**src/rtl/gcd_stein.sv**
```systemverilog
// gcd_stein: multi-cycle binary (Stein) greatest-common-divisor engine.
//
// The engine uses only shift, compare and subtract operations. There is
// no divider. Operands are captured once, on an accepted start. The result
// is held from the done pulse until the next done-producing transition.
//
// Ports:
//   clk     - clock; all state updates on the rising edge
//   resetn  - asynchronous active-low reset
//   opa     - operand A (unsigned), sampled on an accepted start
//   opb     - operand B (unsigned), sampled on an accepted start
//   start   - request; accepted on a rising edge with start=1 and busy=0
//   busy    - high while a computation is in progress (ALIGN/REDUCE)
//   done    - one-cycle pulse marking result valid
//   result  - gcd(opa, opb), held until the next done
module gcd_stein #(
  parameter int WIDTH = 32,
  parameter int KW    = $clog2(WIDTH + 1)
) (
  input  logic             clk,
  input  logic             resetn,
  input  logic [WIDTH-1:0] opa,
  input  logic [WIDTH-1:0] opb,
  input  logic             start,
  output logic             busy,
  output logic             done,
  output logic [WIDTH-1:0] result
);

  typedef enum logic [1:0] {
    S_IDLE   = 2'd0,
    S_ALIGN  = 2'd1,
    S_REDUCE = 2'd2
  } state_e;

  state_e           state_q, state_d;
  logic [WIDTH-1:0] a_q, a_d;
  logic [WIDTH-1:0] b_q, b_d;
  logic [KW-1:0]    k_q, k_d;
  logic [WIDTH-1:0] result_q, result_d;
  logic             done_q, done_d;

  always_ff @(posedge clk or negedge resetn) begin
    if (!resetn) begin
      state_q  <= S_IDLE;
      a_q      <= '0;
      b_q      <= '0;
      k_q      <= '0;
      result_q <= '0;
      done_q   <= 1'b0;
    end else begin
      state_q  <= state_d;
      a_q      <= a_d;
      b_q      <= b_d;
      k_q      <= k_d;
      result_q <= result_d;
      done_q   <= done_d;
    end
  end

  always_comb begin
    state_d  = state_q;
    a_d      = a_q;
    b_d      = b_q;
    k_d      = k_q;
    result_d = result_q;
    done_d   = 1'b0;

    case (state_q)
      S_IDLE: begin
        if (start) begin
          if ((opa == '0) || (opb == '0)) begin
            // gcd(x,0)=x and gcd(0,0)=0 both reduce to the OR of the operands.
            result_d = opa | opb;
            done_d   = 1'b1;
          end else begin
            a_d     = opa;
            b_d     = opb;
            k_d     = '0;
            state_d = S_ALIGN;
          end
        end
      end

      S_ALIGN: begin
        // Strip the common power of two. k remembers it for the final shift.
        if (!a_q[0] && !b_q[0]) begin
          a_d = a_q >> 1;
          b_d = b_q >> 1;
          k_d = k_q + KW'(1);
        end else begin
          state_d = S_REDUCE;
        end
      end

      S_REDUCE: begin
        if (!a_q[0]) begin
          a_d = a_q >> 1;
        end else if (!b_q[0]) begin
          b_d = b_q >> 1;
        end else if (a_q == b_q) begin
          // The result never exceeds the original operands, so the shift cannot overflow.
          result_d = a_q << k_q;
          done_d   = 1'b1;
          state_d  = S_IDLE;
        end else if (a_q > b_q) begin
          a_d = a_q - b_q;
        end else begin
          b_d = b_q - a_q;
        end
      end

      default: state_d = S_IDLE;
    endcase
  end

  assign busy   = (state_q != S_IDLE);
  assign done   = done_q;
  assign result = result_q;

endmodule

```
**config.mk**
```make
export PLATFORM = sky130hd
export DESIGN_NAME = gcd_stein
export DESIGN_NICKNAME = d
export VERILOG_FILES = /design/src/rtl/gcd_stein.sv
export SDC_FILE = /design/constraint.sdc
export NUM_CORES = 1
export LEC_CHECK = 0
export ABC_AREA = 1
export CORE_ASPECT_RATIO = 0.9
export CORE_MARGIN = 2
export CORE_UTILIZATION = 60
export DETAILED_ROUTE_END_ITERATION = 6
export PLACE_DENSITY = 0.82
export SLEW_MARGIN = 20
export SYNTH_ARGS = -nofsm -noshare
export SYNTH_HDL_FRONTEND = slang
export SYNTH_SLANG_ARGS = --single-unit
```
**constraint.sdc**
```tcl
create_clock -name clk -period 7.1 [get_ports clk]
set_input_delay 1.42 -clock clk [delete_from_list [all_inputs] [get_ports clk]]
set_output_delay 1.42 -clock clk [all_outputs]
set_load 0.005 [all_outputs]
```
# Word-level counts from Yosys, hierarchy flattened
# Cells that the tools add are included.
[word_totals]
ff_bits = 105
out_inout_bits = 34
word_cells = 87
[classes]
addsub = 3
magnitude_cmp = 1
eq_ne = 16
shifts = 1
n_mux = 39
n_bitwise = 1
n_reduce_logical = 18
[ops]
columns = ["op", "count"]
rows = [
  ["$mux 32", 19],
  ["$pmux 32 s3", 2],
  ["$logic_not 32->1", 2],
  ["$pmux 32 s2", 1],
  ["$sub 32x32->32", 2],
  ["$eq 32x32->1", 1],
  ["$gt 32x32->1", 1],
  ["$or 32x32->32", 1],
  ["$shl 32x6->32", 1],
  ["$mux 6", 3],
  ["$ne 2x2->1 const B", 8],
  ["$ne 3x3->1 const B", 5],
  ["$reduce_and 7->1", 2],
  ["$mux 2", 6],
  ["$pmux 6 s2", 1],
  ["$reduce_and 6->1", 2],
  ["$reduce_and 4->1", 2],
  ["$add 6x1->6 const B", 1],
  ["$pmux 2 s3", 1],
  ["$reduce_bool 2->1", 3],
  ["$mux 1", 5],
  ["$reduce_and 5->1", 1],
  ["$reduce_bool 3->1", 1],
  ["$eq 2x1->1 const B", 1],
  ["6 further kinds", 7],
]

# Logic depth before layout (Yosys ltp)
[depth]
word_depth = 6
mapped_depth = 20

# Worst setup path before layout
# Ideal clock, no wire load.
[synth_path]
path_type = "input-to-reg"
startpoint = "input opa[29]"
endpoint = "register a_q[6]"
setup_time_ns = 0.123
arrival_time_ns = 2.561
required_time_ns = 6.977
setup_slack_ns = 4.417
stages = 14
cell_sequence = "inv_1 > nand2_1 > nor3_1 > nand2_1 > nor2_1 > nand2_1 > nand2_1 > nand2_1 > nand2_1 > nor2_1 > nand3_4 > inv_4 > buf_4 > o21ai_1"
[synth_via]
elab_chain_cells = 4
[synth_rtl]
columns = ["element", "line_no", "source"]
rows = [
  ["start, declared", "22", "input logic [WIDTH-1:0] opa,"],
  ["$logic_not 32->1", "72", "if ((opa == '0) || (opb == '0)) begin"],
  ["$logic_or 1x1->1", "72", ""],
  ["$ne 2x2->1 (no line)", "-", ""],
  ["$reduce_and 7->1 (no line)", "-", ""],
  ["end signal, assigned", "46", "a_q <= '0;"],
  ["end signal, assigned", "53", "a_q <= a_d;"],
  ["end, declared", "37", "logic [WIDTH-1:0] a_q, a_d;"],
]
# No other way between the ends.
# A chain may end at the register's enable or synchronous reset.

# Final worst setup path
[layout_path]
startpoint = "register b_q[0]"
endpoint = "register result_q[20], in the netlist result[20]"
[layout_via]
elab_chain_cells = 3
word_cells_on_any_way = 4
classes_between = "3 x eq/ne; 1 x reduce/logical"
[layout_rtl]
columns = ["element", "line_no", "source"]
rows = [
  ["start, declared", "38", "logic [WIDTH-1:0] b_q, b_d;"],
  ["start signal, assigned", "47", "b_q <= '0;"],
  ["start signal, assigned", "54", "b_q <= b_d;"],
  ["$eq 32x32->1", "101", "end else if (a_q == b_q) begin"],
  ["$ne 2x2->1 (no line)", "-", ""],
  ["$reduce_and 6->1 (no line) *", "-", ""],
  ["end signal, assigned", "56", "result_q <= result_d;"],
  ["end, declared", "40", "logic [WIDTH-1:0] result_q, result_d;"],
]
# Mark *: on every way between the ends. The rest lies on a longest branch, timed or not.

==> impl_metrics.yaml <==
finish:
  post-route-util: 0.6813
  mostFrequentLayoutCell: "nand2_1"
  fillers: 1875
  antenna_cells: 0
  multiInputGateArea_um2: 8300
  drive_gt1_frac: 0.03678
  syn2layout_area_growth_pct: 10.68
  final_cell_mix: "nand2_1 (836), inv_1 (257), nor2_1 (192)"
  fin_nets: 2335
  seq_area_um2: 2628
setup_path:
  required_ns: 7.40
  arrival_ns: 4.28
  reg2reg_from: "b_q[0]$_DFFE_PN0P_"
  critPathMaxStageDelay_ns: 0.81
  worstSetupStartpointType: "flop"
  worstReg2RegEnd: "result[20]$_DFFE_PN0P_"
  endpoint_kind: "flop"
  slowest_stage: "dfrtp_1"
  worstPathMaxFanout: 35
  crit_chain: "inv_1, ha_1, inv_1, nand4_1, nor2_1, nand2_2, inv_2, a21oi_1, nor3_2, nand2_2, inv_2, nor2_1, a21oi_2"
  worstSetupPathType: "reg2reg"
  reg2reg_setup_slack_ns: 3.11
  r2r_cells: 13
clock_tree:
  clkSinkCount: 105
  postCtsSetupRepairBufs: 0
  path_clk_slew_ns: 0.08
  cts.path.max_buffers: 2
  root_buffer: "clkbuf_16"
  h-tree-depth: 3
  cts_tree: "done"
  holdBufCountCts: 0
  cts-buffers-inserted: 9
  ctsResizeCount: 0
  clock_latency_ns: 0.37
route:
  antenna_left: 0
  viasPerCell: 6.056
  vias: 14880
  first_pass_iters: 6
  wl_um: 48660
  route.detailed.drc: 0
  drt_iter0_drc: 2218
  wl_per_cell_um: 19.80
floorplanning:
  fp.dieH_um: 140.1
  fp.coreArea_um2: 20050
  io_pins: 101
  rows: 49
  die_x_um: 155.2
  dieArea_um2: 21730
  start_util: 0.6156
timing:
  tns_ns: 0
  fmax_ghz: 0.2507
  finalSetupViolCount: 0
  period_needed_ns: 3.989
  maxSlewViolCount: 0
  finalHoldViolCount: 0
  slew_headroom: 0.2794
  tightest_slew_ns: 1.080
  rsz0062_at_grt: "false"
  finClkSkew_ns: 0.01688
  fin_crit_sh: 0.5618
hold_path:
  min_from: "result[11]$_DFFE_PN0P_"
  min_path_cells: 2
  hold_path_class: "reg2reg"
  min_to: "result[11]$_DFFE_PN0P_"
synthesis:
  syn-instance-count: 2163
  yosysSeqAreaShare: 0.2129
  ys_warn_count: 0
  synth_seq_cells: 105
  muxShareOfSynthArea: 0.007300
  synth_cell_types: 48
  synth_top_family_by_area: "simple AND/OR/NAND/NOR gates"
  syn_area_um2: 12340
  syn-num-nets: 2301
  synth_compound_area_frac: 0.1635
  yosys.area_share.simple: 0.4057
  synth_xor_area_frac: 0.02271
  avgSynthCellArea_um2: 5.705
  synthAdderAreaFrac: 0.07320
global_route:
  antenna_found_initial: 2
  grt_pass1_wl_um: 75220
  grt_pass1_vias: 13710
  grtUsageTotal: 0.4450
  grt.overflow.total: 0
  grt_max_degree: 85
job:
  cap_viol_max_count: 0
placed_design:
  dpl.hpwl_um: 38270
  port_buffers: 100
  place_congestion: 1.092
status:
  outcome: "finished, final reports clean"
per-stage QoR:
step	setup slack [ns]	hold slack, ns	cells	instance area (µm²)
floorplan	4.417	0.4724	2163	12340
global placement	3.091	0.4634	2441	13320
detailed placement	3.002	0.4643	2441	13320
CTS	3.207	0.4831	2457	13660
global route	2.771	0.5062	2457	13660
finish	3.111	0.4791	2457	13660
sequential cells by signal (all words and copies together), names as in the netlist:
register,cells
a_q,32
b_q,32
done,1
k_q,6
result,32
state_q,2
Yosys cell counts, drive strengths merged:
cell type | n | area (µm²)
o21a | 6 | 45.04
o211ai | 21 | 157.7
ha | 69 | 863.3
nand3b | 2 | 15.01
nor2 | 201 | 792.0
inv | 265 | 999.7
o21ai | 198 | 1002
clkinv | 1 | 3.750
fa | 2 | 40.04
clkbuf | 53 | 198.9
o32ai | 1 | 8.760
xnor2 | 4 | 35.03
nand3 | 108 | 583.1
a21o | 3 | 22.52
o21bai | 4 | 30.03
o22ai | 10 | 62.56
a21boi | 1 | 7.510
and2 | 5 | 31.28
xor2 | 28 | 245.2
dfrtp | 105 | 2628
a22oi | 1 | 7.510
o31ai | 3 | 22.52
a21oi | 124 | 639.4
nor3 | 21 | 110.1
nand2 | 853 | 3278
or2 | 4 | 25.02
mux2i | 9 | 90.09
a31oi | 2 | 12.51
buf | 34 | 212.7
nand4 | 25 | 171.4
worst max-delay path by stage:
stage	from	end	slack, ns
after CTS	b_q[0]$_DFFE_PN0P_	result[20]$_DFFE_PN0P_	3.21
after detailed placement	opb[31]	b_q[16]$_DFFE_PN0P_	3.00
after global placement	opb[31]	a_q[16]$_DFFE_PN0P_	3.09
after floorplan	opa[29]	a_q[6]$_DFFE_PN0P_	4.42
after global routing	b_q[0]$_DFFE_PN0P_	result[20]$_DFFE_PN0P_	2.77
final	b_q[0]$_DFFE_PN0P_	result[20]$_DFFE_PN0P_	3.11
metal layers:
| layer | share of wire | track usage |
|---|---|---|
| met5 | 0.00023 | 0 |
| met4 | 0.072 | 0.2603 |
| met3 | 0.14 | 0.1402 |
| met2 | 0.41 | 0.6561 |
| met1 | 0.38 | 0.5740 |
worst max-delay path, delay by kind of cell, from the launching register on:
| family | cells | cell delay, ns |
|---|---|---|
| and+or+nand+nor | 6 | 1.06 |
| DFF | 1 | 0.81 |
| AOI/OAI and AO/OA | 2 | 0.21 |
| adders and majority gates | 1 | 0.48 |
| buffers and inverters | 4 | 1.31 |
cell families after synthesis:
family / Yosys count
compound gates: 374
xor+xnor: 32
fa+ha+maj: 71
buf+inv: 353
flops: 105
mux: 9
simple gates: 1219
final cells by class:
| cell class | instances | share of cell area |
|---|---|---|
| inverter | 266 | 0.07347 |
| clock inverter | 6 | 0.006962 |
| clock buffer | 10 | 0.01750 |
| multi-input combinational | 1705 | 0.6077 |
| tap | 255 | 0.02336 |
| timing repair buffer | 110 | 0.07860 |
| sequential | 105 | 0.1924 |
Power is not shown: default switching activity piles up to over one toggle a cycle in this logic, so the estimate is an artifact.
